--- src/rtl/cnt_token_pkg.sv ---
// Shared types and the saturating accumulate helper for the count-to-token path.
package cnt_token_pkg;

   typedef enum logic {ST_INIT, ST_RUN} cnt_tok_state_e;

   // Widest accumulator the helper supports; callers zero-extend into this.
   localparam int unsigned SAT_W = 32;

   // Returns {saturated, pending + delta - take clipped at max_val}.
   // take is only asserted when pending is non-zero, so the sum never underflows.
   function automatic logic [SAT_W:0] sat_add(
      input logic [SAT_W-1:0] pending,
      input logic [SAT_W-1:0] delta,
      input logic             take,
      input logic [SAT_W-1:0] max_val
   );
      logic [SAT_W:0] sum;
      sum = {1'b0, pending} + {1'b0, delta} - {{SAT_W{1'b0}}, take};
      if (sum > {1'b0, max_val}) begin
         sat_add = {1'b1, max_val};
      end else begin
         sat_add = {1'b0, sum[SAT_W-1:0]};
      end
   endfunction

endpackage

--- src/rtl/cnt_delta.sv ---
// Registers the previous count sample and yields the modulo-2^W increment
// against the current sample. Reusable by any consumer of a free-running count.
module cnt_delta #(
   parameter int unsigned W = 8
) (
   input  logic         clk,
   input  logic         rst_n,
   input  logic [W-1:0] cnt_in,
   output logic [W-1:0] delta
);

   logic [W-1:0] cnt_q;
   logic [W-1:0] cnt_d;

   always_comb begin
      cnt_d = cnt_in;
   end

   always_ff @(posedge clk) begin
      if (!rst_n) begin
         cnt_q <= '0;
      end else begin
         cnt_q <= cnt_d;
      end
   end

   // Unsigned subtraction handles the 2^W-1 -> 0 wrap without a special case.
   assign delta = cnt_in - cnt_q;

endmodule

--- src/rtl/cnt_token_extractor.sv ---
// Turns a synchronized free-running count into a stream of valid/ready tokens.
// Optional step-plausibility flag is compiled in with CNT_TOKEN_STEP_CHECK_EN.
//
// state   | meaning
// ST_INIT | first cycle out of reset: baseline captured, nothing counted
// ST_RUN  | increments accumulate into pending, one token per handshake
module cnt_token_extractor
   import cnt_token_pkg::*;
#(
   parameter int unsigned W        = 8,
   parameter int unsigned PW       = 12,
   parameter int unsigned MAX_STEP = 2
) (
   input  logic          clk,
   input  logic          rst_n,
   input  logic [W-1:0]  cnt_in,
   output logic          out_valid,
   input  logic          out_ready,
   output logic [PW-1:0] pending,
   output logic          ovf,
   input  logic          clr_err
`ifdef CNT_TOKEN_STEP_CHECK_EN
   ,
   output logic          err_step
`endif
);

   localparam logic [PW-1:0] PEND_MAX = '1;

   cnt_tok_state_e state_q, state_d;
   logic [PW-1:0]  pending_q, pending_d;
   logic           ovf_q, ovf_d;
   logic [W-1:0]   delta;
   logic           take;
   logic [SAT_W:0] sat_res;

   cnt_delta #(.W(W)) u_delta (
      .clk    (clk),
      .rst_n  (rst_n),
      .cnt_in (cnt_in),
      .delta  (delta)
   );

   assign out_valid = (state_q == ST_RUN) && (pending_q != '0);
   assign take      = out_valid && out_ready;
   assign sat_res   = sat_add(SAT_W'(pending_q), SAT_W'(delta), take, SAT_W'(PEND_MAX));

   always_comb begin
      state_d   = state_q;
      pending_d = pending_q;
      ovf_d     = ovf_q & ~clr_err;
      if (state_q == ST_INIT) begin
         state_d = ST_RUN;
      end else begin
         pending_d = sat_res[PW-1:0];
         // A fresh saturation in the clearing cycle keeps the flag set.
         ovf_d     = ovf_d | sat_res[SAT_W];
      end
   end

   always_ff @(posedge clk) begin
      if (!rst_n) begin
         state_q   <= ST_INIT;
         pending_q <= '0;
         ovf_q     <= 1'b0;
      end else begin
         state_q   <= state_d;
         pending_q <= pending_d;
         ovf_q     <= ovf_d;
      end
   end

   assign pending = pending_q;
   assign ovf     = ovf_q;

   logic unused_sat;
   assign unused_sat = ^sat_res[SAT_W-1:PW];

`ifdef CNT_TOKEN_STEP_CHECK_EN
   logic err_step_q, err_step_d;

   // Large jumps point at a sync glitch or clock-ratio violation; still counted.
   always_comb begin
      err_step_d = err_step_q & ~clr_err;
      if (state_q == ST_RUN && 32'(delta) > MAX_STEP) begin
         err_step_d = 1'b1;
      end
   end

   always_ff @(posedge clk) begin
      if (!rst_n) begin
         err_step_q <= 1'b0;
      end else begin
         err_step_q <= err_step_d;
      end
   end

   assign err_step = err_step_q;
`else
   logic unused_max_step;
   assign unused_max_step = (MAX_STEP != 0);
`endif

endmodule

--- config.mk ---
export PLATFORM = sky130hd
export DESIGN_NAME = cnt_token_extractor
export DESIGN_NICKNAME = d
export VERILOG_FILES = /design/src/rtl/cnt_token_pkg.sv /design/src/rtl/cnt_delta.sv /design/src/rtl/cnt_token_extractor.sv
export SDC_FILE = /design/constraint.sdc
export NUM_CORES = 1
export LEC_CHECK = 0
export ABC_AREA = 0
export CORE_MARGIN = 4
export CORE_UTILIZATION = 59
export CTS_CLUSTER_DIAMETER = 40
export DETAILED_ROUTE_END_ITERATION = 7
export PLACE_DENSITY = 0.85
export SLEW_MARGIN = 20
export SYNTH_ARGS = -nofsm -noshare
export SYNTH_HDL_FRONTEND = slang
export SYNTH_SLANG_ARGS = --single-unit
--- constraint.sdc ---
create_clock -name clk -period 9.53 [get_ports clk]
set_clock_uncertainty 0.15 [all_clocks]
set_input_delay 1.906 -clock clk [delete_from_list [all_inputs] [get_ports clk]]
set_output_delay 1.906 -clock clk [all_outputs]
set_load 0.02 [all_outputs]
# Word level (Yosys, flattened, before mapping)
# Cells that the tools add are included.
# Widths: inputs -> output; s select.
[word_totals]
register_bits = 22
inputBits = 12
out_inout_bits = 14
[classes]
add_sub_neg = 3
magnitude_cmp = 1
mux = 3
n_bitwise = 3
n_reduce_logical = 3
[ops]
columns = ["operator", "count"]
rows = [
  ["$gt 33x12->1 const B", 1],
  ["$mux 33", 1],
  ["$sub 13x1->14", 1],
  ["$add 12x8->13", 1],
  ["$reduce_bool 12->1", 1],
  ["$sub 8x8->8", 1],
  ["$logic_and 1x1->1", 2],
  ["$mux 1", 2],
  ["$and 1x1->1", 1],
  ["$not 1->1", 1],
  ["$or 1x1->1", 1],
]

# Logic depth before layout (Yosys ltp)
# Gate-level depths: netlist of the first run.
[depth]
depth_word = 8
depth_mapped = 20
mapped_depth_nobuf = 19

# Hierarchy
# Synthesis of the first run repeated with hierarchy kept, for this count alone.
[hier_totals]
hier_cells = 228
area_unflattened_um2 = 1949.4
[modules_own_cells]
columns = ["mod", "n_inst", "cells_each", "area_each_um2", "seq_area_each_um2"]
rows = [
  ["cnt_token_extractor", 1, 169, 1407.6, 280.3],
  ["cnt_delta", 1, 59, 541.8, 160.2],
]

# Least setup slack after synthesis of the first run
# Ideal clock, no wire load.
[synth_path]
kind = "input port to flip-flop"
startpoint = "in cnt_in[0]"
endpoint = "reg pending_q[0], in the netlist pending[0]"
setup_time_ps = 134
arrival_time_ps = 5103
required_time_ps = 9246
setup_slack_ps = 4143
stages = 20
path_cell_list = "inv_1 > ha_1 > inv_1 > fa_1 > nand2_1 > nand2_1 > a21oi_1 > o21bai_1 > a21oi_1 > xor2_1 > ha_1 > inv_1 > ha_1 > a21oi_2 > inv_1 > o311a_1 > a221o_1 > nor3_2 > buf_6 > a31oi_1"
[synth_between]
elab_chain_cells = 5
[synth_lines]
columns = ["item", "line", "rtl"]
rows = [
  ["from (decl)", "cnt_token_extractor.sv:16", "input logic [W-1:0] cnt_in,"],
  ["$sub 8x8->8 (*)", "cnt_delta.sv:28", "assign delta = cnt_in - cnt_q;"],
  ["$add 12x8->13 (*)", "cnt_token_pkg.sv:18", "sum = {1'b0, pending} + {1'b0, delta} - {{SAT_W{1'b0}}, take};"],
  ["$sub 13x1->14 (*)", "cnt_token_pkg.sv:18", ""],
  ["$gt 33x12->1", "cnt_token_pkg.sv:19", "if (sum > {1'b0, max_val}) begin"],
  ["$mux 33 (*)", "cnt_token_pkg.sv:19", ""],
  ["to (signal assigned)", "cnt_token_extractor.sv:68", "pending_q <= pending_d;"],
  ["to (decl)", "cnt_token_extractor.sv:31", "logic [PW-1:0] pending_q, pending_d;"],
]
# Every way passes the cells marked *; elsewhere a longest branch is shown, timed or not.
# A chain may end at the register's enable or synchronous reset.

# Worst setup path after layout of the first run
[layout_path]
startpoint = "in cnt_in[0]"
endpoint = "reg pending_q[10], in the netlist pending[10]"
# Same word-level chain as after synthesis.

==> results of run 1 <==
## cell usage after synthesis, types with 2 or more instances
library cell and count:
sky130_fd_sc_hd__nor3_1 4, sky130_fd_sc_hd__ha_1 30, sky130_fd_sc_hd__nor4_1 3, sky130_fd_sc_hd__a31oi_1 10, sky130_fd_sc_hd__xor2_1 7, sky130_fd_sc_hd__and2_1 9, sky130_fd_sc_hd__dfxtp_1 22, sky130_fd_sc_hd__fa_1 2
sky130_fd_sc_hd__o311a_1 2, sky130_fd_sc_hd__nor2_1 10, sky130_fd_sc_hd__nor2b_1 3, sky130_fd_sc_hd__xnor2_1 7, sky130_fd_sc_hd__o211ai_1 2, sky130_fd_sc_hd__a21oi_1 11, sky130_fd_sc_hd__nand3_1 4, sky130_fd_sc_hd__nand2_1 9
sky130_fd_sc_hd__nand2b_1 5, sky130_fd_sc_hd__inv_1 44, sky130_fd_sc_hd__o21ai_0 21, sky130_fd_sc_hd__clkbuf_1 2, sky130_fd_sc_hd__a41oi_1 2
## where the power goes
| group | switching (mW) | total [mW] | internal [mW] |
|---|---|---|---|
| combinational | 0.191 | 0.338 | 0.147 |
| clock | 0.0292 | 0.0717 | 0.0425 |
| sequential | 0.0149 | 0.121 | 0.106 |
## metrics by stage
step	utilization, %	setup slack, ns
detailed placement	69.88	3.062
global route	71.61	2.971
global placement	69.88	3.133
CTS	71.61	3.376
floorplan	-	4.143
finish	71.61	3.354
## cells in the final DEF (no fill, tap or decap), types with 9 or more instances in the layout
master and instances:
sky130_fd_sc_hd__a21oi_1 11, sky130_fd_sc_hd__nand2_1 9, sky130_fd_sc_hd__ha_1 30, sky130_fd_sc_hd__o21ai_0 21, sky130_fd_sc_hd__a31oi_1 10, sky130_fd_sc_hd__clkdlybuf4s50_1 25
sky130_fd_sc_hd__inv_1 44, sky130_fd_sc_hd__nor2_1 10, sky130_fd_sc_hd__dfxtp_1 22, sky130_fd_sc_hd__and2_1 9
## worst paths after layout
kind / cells past startpoint / endpoint / slack, ns / startpoint
worst max-delay path: 20 / pending[10] / 3.35 / cnt_in[0]
worst min-delay path: 2 / ovf / 0.38 / ovf
worst max register to register: 18 / pending[10] / 5.10 / u_delta.cnt_q[0]
worst min register to register: 2 / ovf / 0.38 / ovf
## sequential cells by signal, indices dropped and copies added (netlist names)
name and flops:
pending 12, u_delta.cnt_q 8, ovf 1, state_q 1
## metal layers
metal	vias to the layer above	global-route usage (%)	wire [um]
met5	-	0	0
met4	0	4.852	14
met3	2	2.285	116
met2	26	31.10	1674
met1	704	28.10	1737
li1	832	-	-
## cell type report
class	instances	area (sq um)	share of cell area (%)
flip-flops and latches	22	440.4	20.31
multi-input cells	160	1205	55.57
repair buffers	25	250.2	11.54
inverters	44	165.2	7.617
clock buffers	3	22.52	1.039
clock inverters	1	30.03	1.385
well taps	44	55.05	2.539
## logic make-up after synthesis
logic type,synth area share [%]
buffers and inverters,11.03
DFF,23.82
adders and majority gates,22.46
AOI/OAI and AO/OA,19.83
muxes,0.5413
xor gates and xnor gates,6.631
and+or+nand+nor,15.70
## worst reg2reg max path, stage by stage (launching register included)
cell and delay, ns:
sky130_fd_sc_hd__dfxtp_1 0.33, sky130_fd_sc_hd__ha_1 0.15, sky130_fd_sc_hd__inv_1 0.05, sky130_fd_sc_hd__fa_1 0.41, sky130_fd_sc_hd__nand2_1 0.08, sky130_fd_sc_hd__nand2_1 0.05
sky130_fd_sc_hd__a21oi_1 0.23, sky130_fd_sc_hd__o21bai_1 0.12, sky130_fd_sc_hd__a21oi_1 0.19, sky130_fd_sc_hd__xor2_1 0.18, sky130_fd_sc_hd__ha_1 0.16, sky130_fd_sc_hd__inv_1 0.04
sky130_fd_sc_hd__ha_1 0.34, sky130_fd_sc_hd__a21oi_2 0.17, sky130_fd_sc_hd__inv_1 0.05, sky130_fd_sc_hd__o311a_1 0.39, sky130_fd_sc_hd__a221o_1 0.36, sky130_fd_sc_hd__nor3_2 0.62
sky130_fd_sc_hd__a41oi_1 0.21
==> impl_metrics.tcl, run 1 <==
set metrics [dict create \
    postCtsHoldBufs 0 \
    max-cap-violations 0 \
    flow.area_growth_from_synthesis_pct 17.25 \
    synth_seq_area_share_pct 23.82 \
    cellLeakagePower_nw 0.9801 \
    synth_async_sr_flop_share_pct 0 \
    num_rows 20 \
    setup_repair_after_global_routing_missed_its_margin "false" \
    cts_resized 0 \
    vdd_drop_max_mv 0.1450 \
    grt_start_max_net_pins 25 \
    worst-slew-pin-transition_ns 0.7379 \
    place_hpwl_um 2825 \
    synth_cell_types 43 \
    cts_post_setup_buffers_inserted 0 \
    synthCells 231 \
    numPortBuffers 25 \
    worstPathCellList "clkdlybuf4s50_1 -> inv_1 -> ha_1 -> inv_1 -> fa_1 -> nand2_1 -> nand2_1 -> a21oi_1 -> o21bai_1 -> a21oi_1 -> xor2_1 -> ha_1 -> inv_1 -> ha_1 -> a21oi_2 -> inv_1 -> o311a_1 -> a221o_1 -> nor3_2 -> a41oi_1" \
    crit_path_start_kind "primary input" \
    final.min_clock_period_ns 6.176 \
    max_freq_mhz 161.9 \
    timing.critical_path.arrival_ns 6.19 \
    cts.root.buffer_cell "sky130_fd_sc_hd__clkbuf_4" \
    worstSetupPathType "in -> reg" \
    cp_slowest_cell "sky130_fd_sc_hd__nor3_2" \
    timing.max_slew.rel_slack_pct 50.54 \
    number_of_global_route_vias_before_repair 1471 \
    clock_sink_count 22 \
    dieHeight_um 63.99 \
    core_footprint_sq_um 3028 \
    route.detailed.wl_per_inst_um 11.85 \
    fin_area_sq_um 2168 \
    synth-main-ff-cell "sky130_fd_sc_hd__dfxtp_1" \
    finalHoldWorstSlack_ns 0.3767 \
    routed-via-count 1564 \
    cts.path.max_buffers 2 \
    remaining_drc_errors 0 \
    pwr_density_cell_nw_per_um2 245.0 \
    synth_area_per_cell_sq_um 8.006 \
    synth_edf_count 0 \
    hold_path.class "reg -> reg" \
    cts_buffers 3 \
    yosysTopAreaCell "sky130_fd_sc_hd__dfxtp_1" \
    fill_cells 234 \
    top_level_ports 26 \
    syn_nets 275 \
    antenna_left 0 \
    gp_routability_congestion 0.8601 \
    globalRoute.totalOverflow 0 \
    drtPass1Iterations 4 \
    synth-seq-cells 22 \
    grt_pass1_wl_um 6568 \
    maximum_net_fanout_on_the_critical_path 12 \
    die_w_um 63.99 \
    category_of_cells_accounting_for_the_largest_share_of_critical_path_delay "compound AO/OA/AOI/OAI gates" \
    report.final.hold_viol_count 0 \
    report.final.setup_viol 0 \
    status "completed" \
    detailed_route_wire_length_um 3543 \
    antenna_found_initial 0 \
    cts_htree_levels 1 \
    yosys.area.top_type_share_pct 23.82 \
    clk_pin_slew_worst_paths_ns 0.13 \
    tritoncts "done" \
    post_synth_instance_area_sq_um 1849 \
    critPathBufInv 5 \
    drive_gt1_share_pct 3.529 \
    yosys_warnings 0 \
    vias_per_cell 5.231 \
    totalNegativeSetupSlack_ns 0 \
    first_iter_violations 55 \
    finalPower_mw 0.5313 \
    dieArea_sq_um 4094 \
    fin_nets 300 \
    ranking_of_synthesized_cells_by_area "sky130_fd_sc_hd__dfxtp_1 (24%), sky130_fd_sc_hd__ha_1 (20%), sky130_fd_sc_hd__inv_1 (8.9%)" \
    insertedDiodeCount 0 \
    placed_cells_incl_taps 295 \
    slew_viol_final 0 \
    final-instance-count-excl-fill 299 \
    critical-path-top-cell-by-count "sky130_fd_sc_hd__inv_1" \
    worst_skew_pair.late_latency_ns 0.31 \
    final.period_utilization_pct 64.81 \
    grt_use_total_pct 19.59 \
    placedInstanceArea_sq_um 2116 \
    peak_per_stage_delay_on_the_critical_path_ns 0.62 \
    initial_core_util_pct 61.07 \
    cp_data_required_time_ns 9.55 \
    timing.critical_path.to_type "flip-flop" \
]
(Power assumes the default switching activity.)
==> inputs of run 2 (changes only) <==
--- a/config.mk
+++ b/config.mk
@@ -7,10 +7,10 @@
 export LEC_CHECK = 0
 export ABC_AREA = 0
 export CORE_MARGIN = 4
-export CORE_UTILIZATION = 59
+export CORE_UTILIZATION = 50
 export CTS_CLUSTER_DIAMETER = 40
 export DETAILED_ROUTE_END_ITERATION = 7
-export PLACE_DENSITY = 0.85
+export PLACE_DENSITY = 0.77
 export SLEW_MARGIN = 20
 export SYNTH_ARGS = -nofsm -noshare
 export SYNTH_HDL_FRONTEND = slang
==> constraint.sdc (replaced) <==
create_clock -name clk -period 5.2 [get_ports clk]
set_clock_uncertainty 0.15 [all_clocks]
set_input_delay 1.04 -clock clk [delete_from_list [all_inputs] [get_ports clk]]
set_output_delay 1.04 -clock clk [all_outputs]
set_load 0.02 [all_outputs]
==> impl_metrics.tcl, run 2 (same netlist as run 1, synthesis figures left out) <==
set metrics [dict create \
    status "completed" \
    vias_per_cell 5.386 \
    cts_buffers 3 \
    fin_nets 307 \
    route.top_layer_used "met4" \
    gp_routability_congestion 0.9059 \
    finalPower_mw 1.034 \
    peak_per_stage_delay_on_the_critical_path_ns 0.41 \
    min_to "ovf" \
    antenna_found_initial 0 \
    pwr_density_cell_nw_per_um2 464.6 \
    num_rows 21 \
    cellLeakagePower_nw 1.015 \
    cts_htree_levels 1 \
    clock_sink_count 22 \
    hold_path.class "reg -> reg" \
    final.min_clock_period_ns 4.873 \
    report.final.hold_viol_count 0 \
    remaining_drc_errors 0 \
    flip_flop_count_of_the_largest_register_after_layout 12 \
    cp_slowest_cell "sky130_fd_sc_hd__clkdlybuf4s50_1" \
    globalRoute.totalOverflow 0 \
    grt_pass1_wl_um 6617 \
    critical-path-top-cell-by-count "sky130_fd_sc_hd__inv_1" \
    cp_data_required_time_ns 5.20 \
    cts.path.max_buffers 2 \
    wirelength_met1_um 1812 \
    tritoncts "done" \
    initial_core_util_pct 53.73 \
    met2_wirelength_um 1799 \
    vdd_drop_max_mv 0.2648 \
    report.final.setup_viol 0 \
    r2r_setup_slack_ns 1.26 \
    detailed_route_wire_length_um 3868 \
    antenna_left 0 \
    first_iter_violations 87 \
    max_freq_mhz 205.2 \
    maximum_net_fanout_on_the_critical_path 8 \
    worstPathCellList "clkdlybuf4s50_1 -> inv_1 -> ha_1 -> inv_1 -> fa_1 -> nand2_1 -> nand2_1 -> a21oi_1 -> o21bai_1 -> a21oi_1 -> xor2_1 -> ha_1 -> inv_1 -> ha_1 -> a21oi_2 -> inv_1 -> o311a_1 -> a221o_1 -> nor3_2 -> buf_4 -> a31oi_1" \
    placed_cells_incl_taps 304 \
    grt_use_total_pct 18.16 \
    cts_resized 0 \
    flow.area_growth_from_synthesis_pct 20.37 \
    worstReg2RegEnd "pending[7]" \
    cts_post_setup_buffers_inserted 0 \
    core_footprint_sq_um 3442 \
    top_level_ports 26 \
    worst_min_path_start "ovf" \
    drive_gt1_share_pct 6.107 \
    worst_skew_pair.late_latency_ns 0.26 \
    slew_viol_final 0 \
    crit_path_start_kind "primary input" \
    final-instance-count-excl-fill 308 \
    place_hpwl_um 3083 \
    max-cap-violations 0 \
    met3RoutedLength_um 215 \
    routed-via-count 1659 \
    setup_repair_after_global_routing_missed_its_margin "false" \
    worstSetupPathType "in -> reg" \
    timing.critical_path.to_type "flip-flop" \
    final_core_utilization_pct 64.67 \
    dieHeight_um 68.82 \
    clk_pin_slew_worst_paths_ns 0.08 \
    reg2reg_depth 19 \
    number_of_global_route_vias_before_repair 1567 \
    min_delay_path_depth 2 \
    totalNegativeSetupSlack_ns 0 \
    dieArea_sq_um 4736 \
    timing.critical_path.arrival_ns 4.87 \
    final.period_utilization_pct 93.71 \
    insertedDiodeCount 0 \
    worst_r2r_startpoint "u_delta.cnt_q[0]" \
    drtPass1Iterations 4 \
    route.detailed.wl_per_inst_um 12.56 \
    worst-slew-pin-transition_ns 0.7124 \
    most_frequent_cells_in_the_layout "sky130_fd_sc_hd__inv_1 (44), sky130_fd_sc_hd__ha_1 (30), sky130_fd_sc_hd__clkdlybuf4s50_1 (25), sky130_fd_sc_hd__dfxtp_1 (22), sky130_fd_sc_hd__o21ai_0 (20)" \
    grt_start_max_net_pins 24 \
    cts.root.buffer_cell "sky130_fd_sc_hd__clkbuf_8" \
    numPortBuffers 25 \
    timing.max_slew.rel_slack_pct 52.36 \
    die_w_um 68.82 \
    layout.cells.most_common "sky130_fd_sc_hd__inv_1" \
    postCtsHoldBufs 0 \
]
-- run 2: per-stage QoR --
step	setup WS [ns]	hold slack, ns	area, sq um
3_5_place_dp	0.08916	0.3296	2171
6_report	0.3272	0.3633	2226
2_1_floorplan	0.6790	0.4028	1849
5_1_grt	0.01401	0.4071	2226
4_1_cts	0.3378	0.3627	2226
3_3_place_gp	0.1630	0.3509	2171
-- run 2: critical path: cells and delay by family --
| kind | cells | cell delay, ns |
|---|---|---|
| compound gates | 7 | 1.51 |
| xor+xnor | 1 | 0.08 |
| fa+ha+maj | 4 | 1.09 |
| buf+inv | 6 | 0.82 |
| simple gates | 3 | 0.33 |
-- run 2: worst max-delay path by stage --
stage / from / to / slack, ns / depth (start not counted)
after detailed placement: cnt_in[0] / pending[7] / 0.09 / 21
after floorplan: cnt_in[0] / pending[0] / 0.68 / 20
after CTS: cnt_in[0] / pending[7] / 0.34 / 21
after global routing: cnt_in[0] / pending[4] / 0.01 / 21
final: cnt_in[0] / pending[7] / 0.33 / 21
after global placement: cnt_in[0] / pending[10] / 0.16 / 21
-- run 2: layout make-up --
type,count,area (sq um)
repair buffers,32,302.8
flip-flops and latches,22,440.4
fillers,318,1216
multi-input cells,160,1205
inverters,44,165.2
well taps,46,57.56
clock buffers,4,55.05
-- run 2: layer usage --
| metal | track usage [%] | vias up |
|---|---|---|
| met1 | 24.41 | 767 |
| met5 | 0 | - |
| met4 | 4.866 | 0 |
| met2 | 30.63 | 42 |
| met3 | 2.107 | 4 |
| li1 | - | 846 |
-- run 2: power breakdown --
part           internal, mW  switching [mW]  total, mW
clock                0.0676          0.0583      0.126
sequential            0.195          0.0253      0.220
combinational         0.305           0.383      0.688
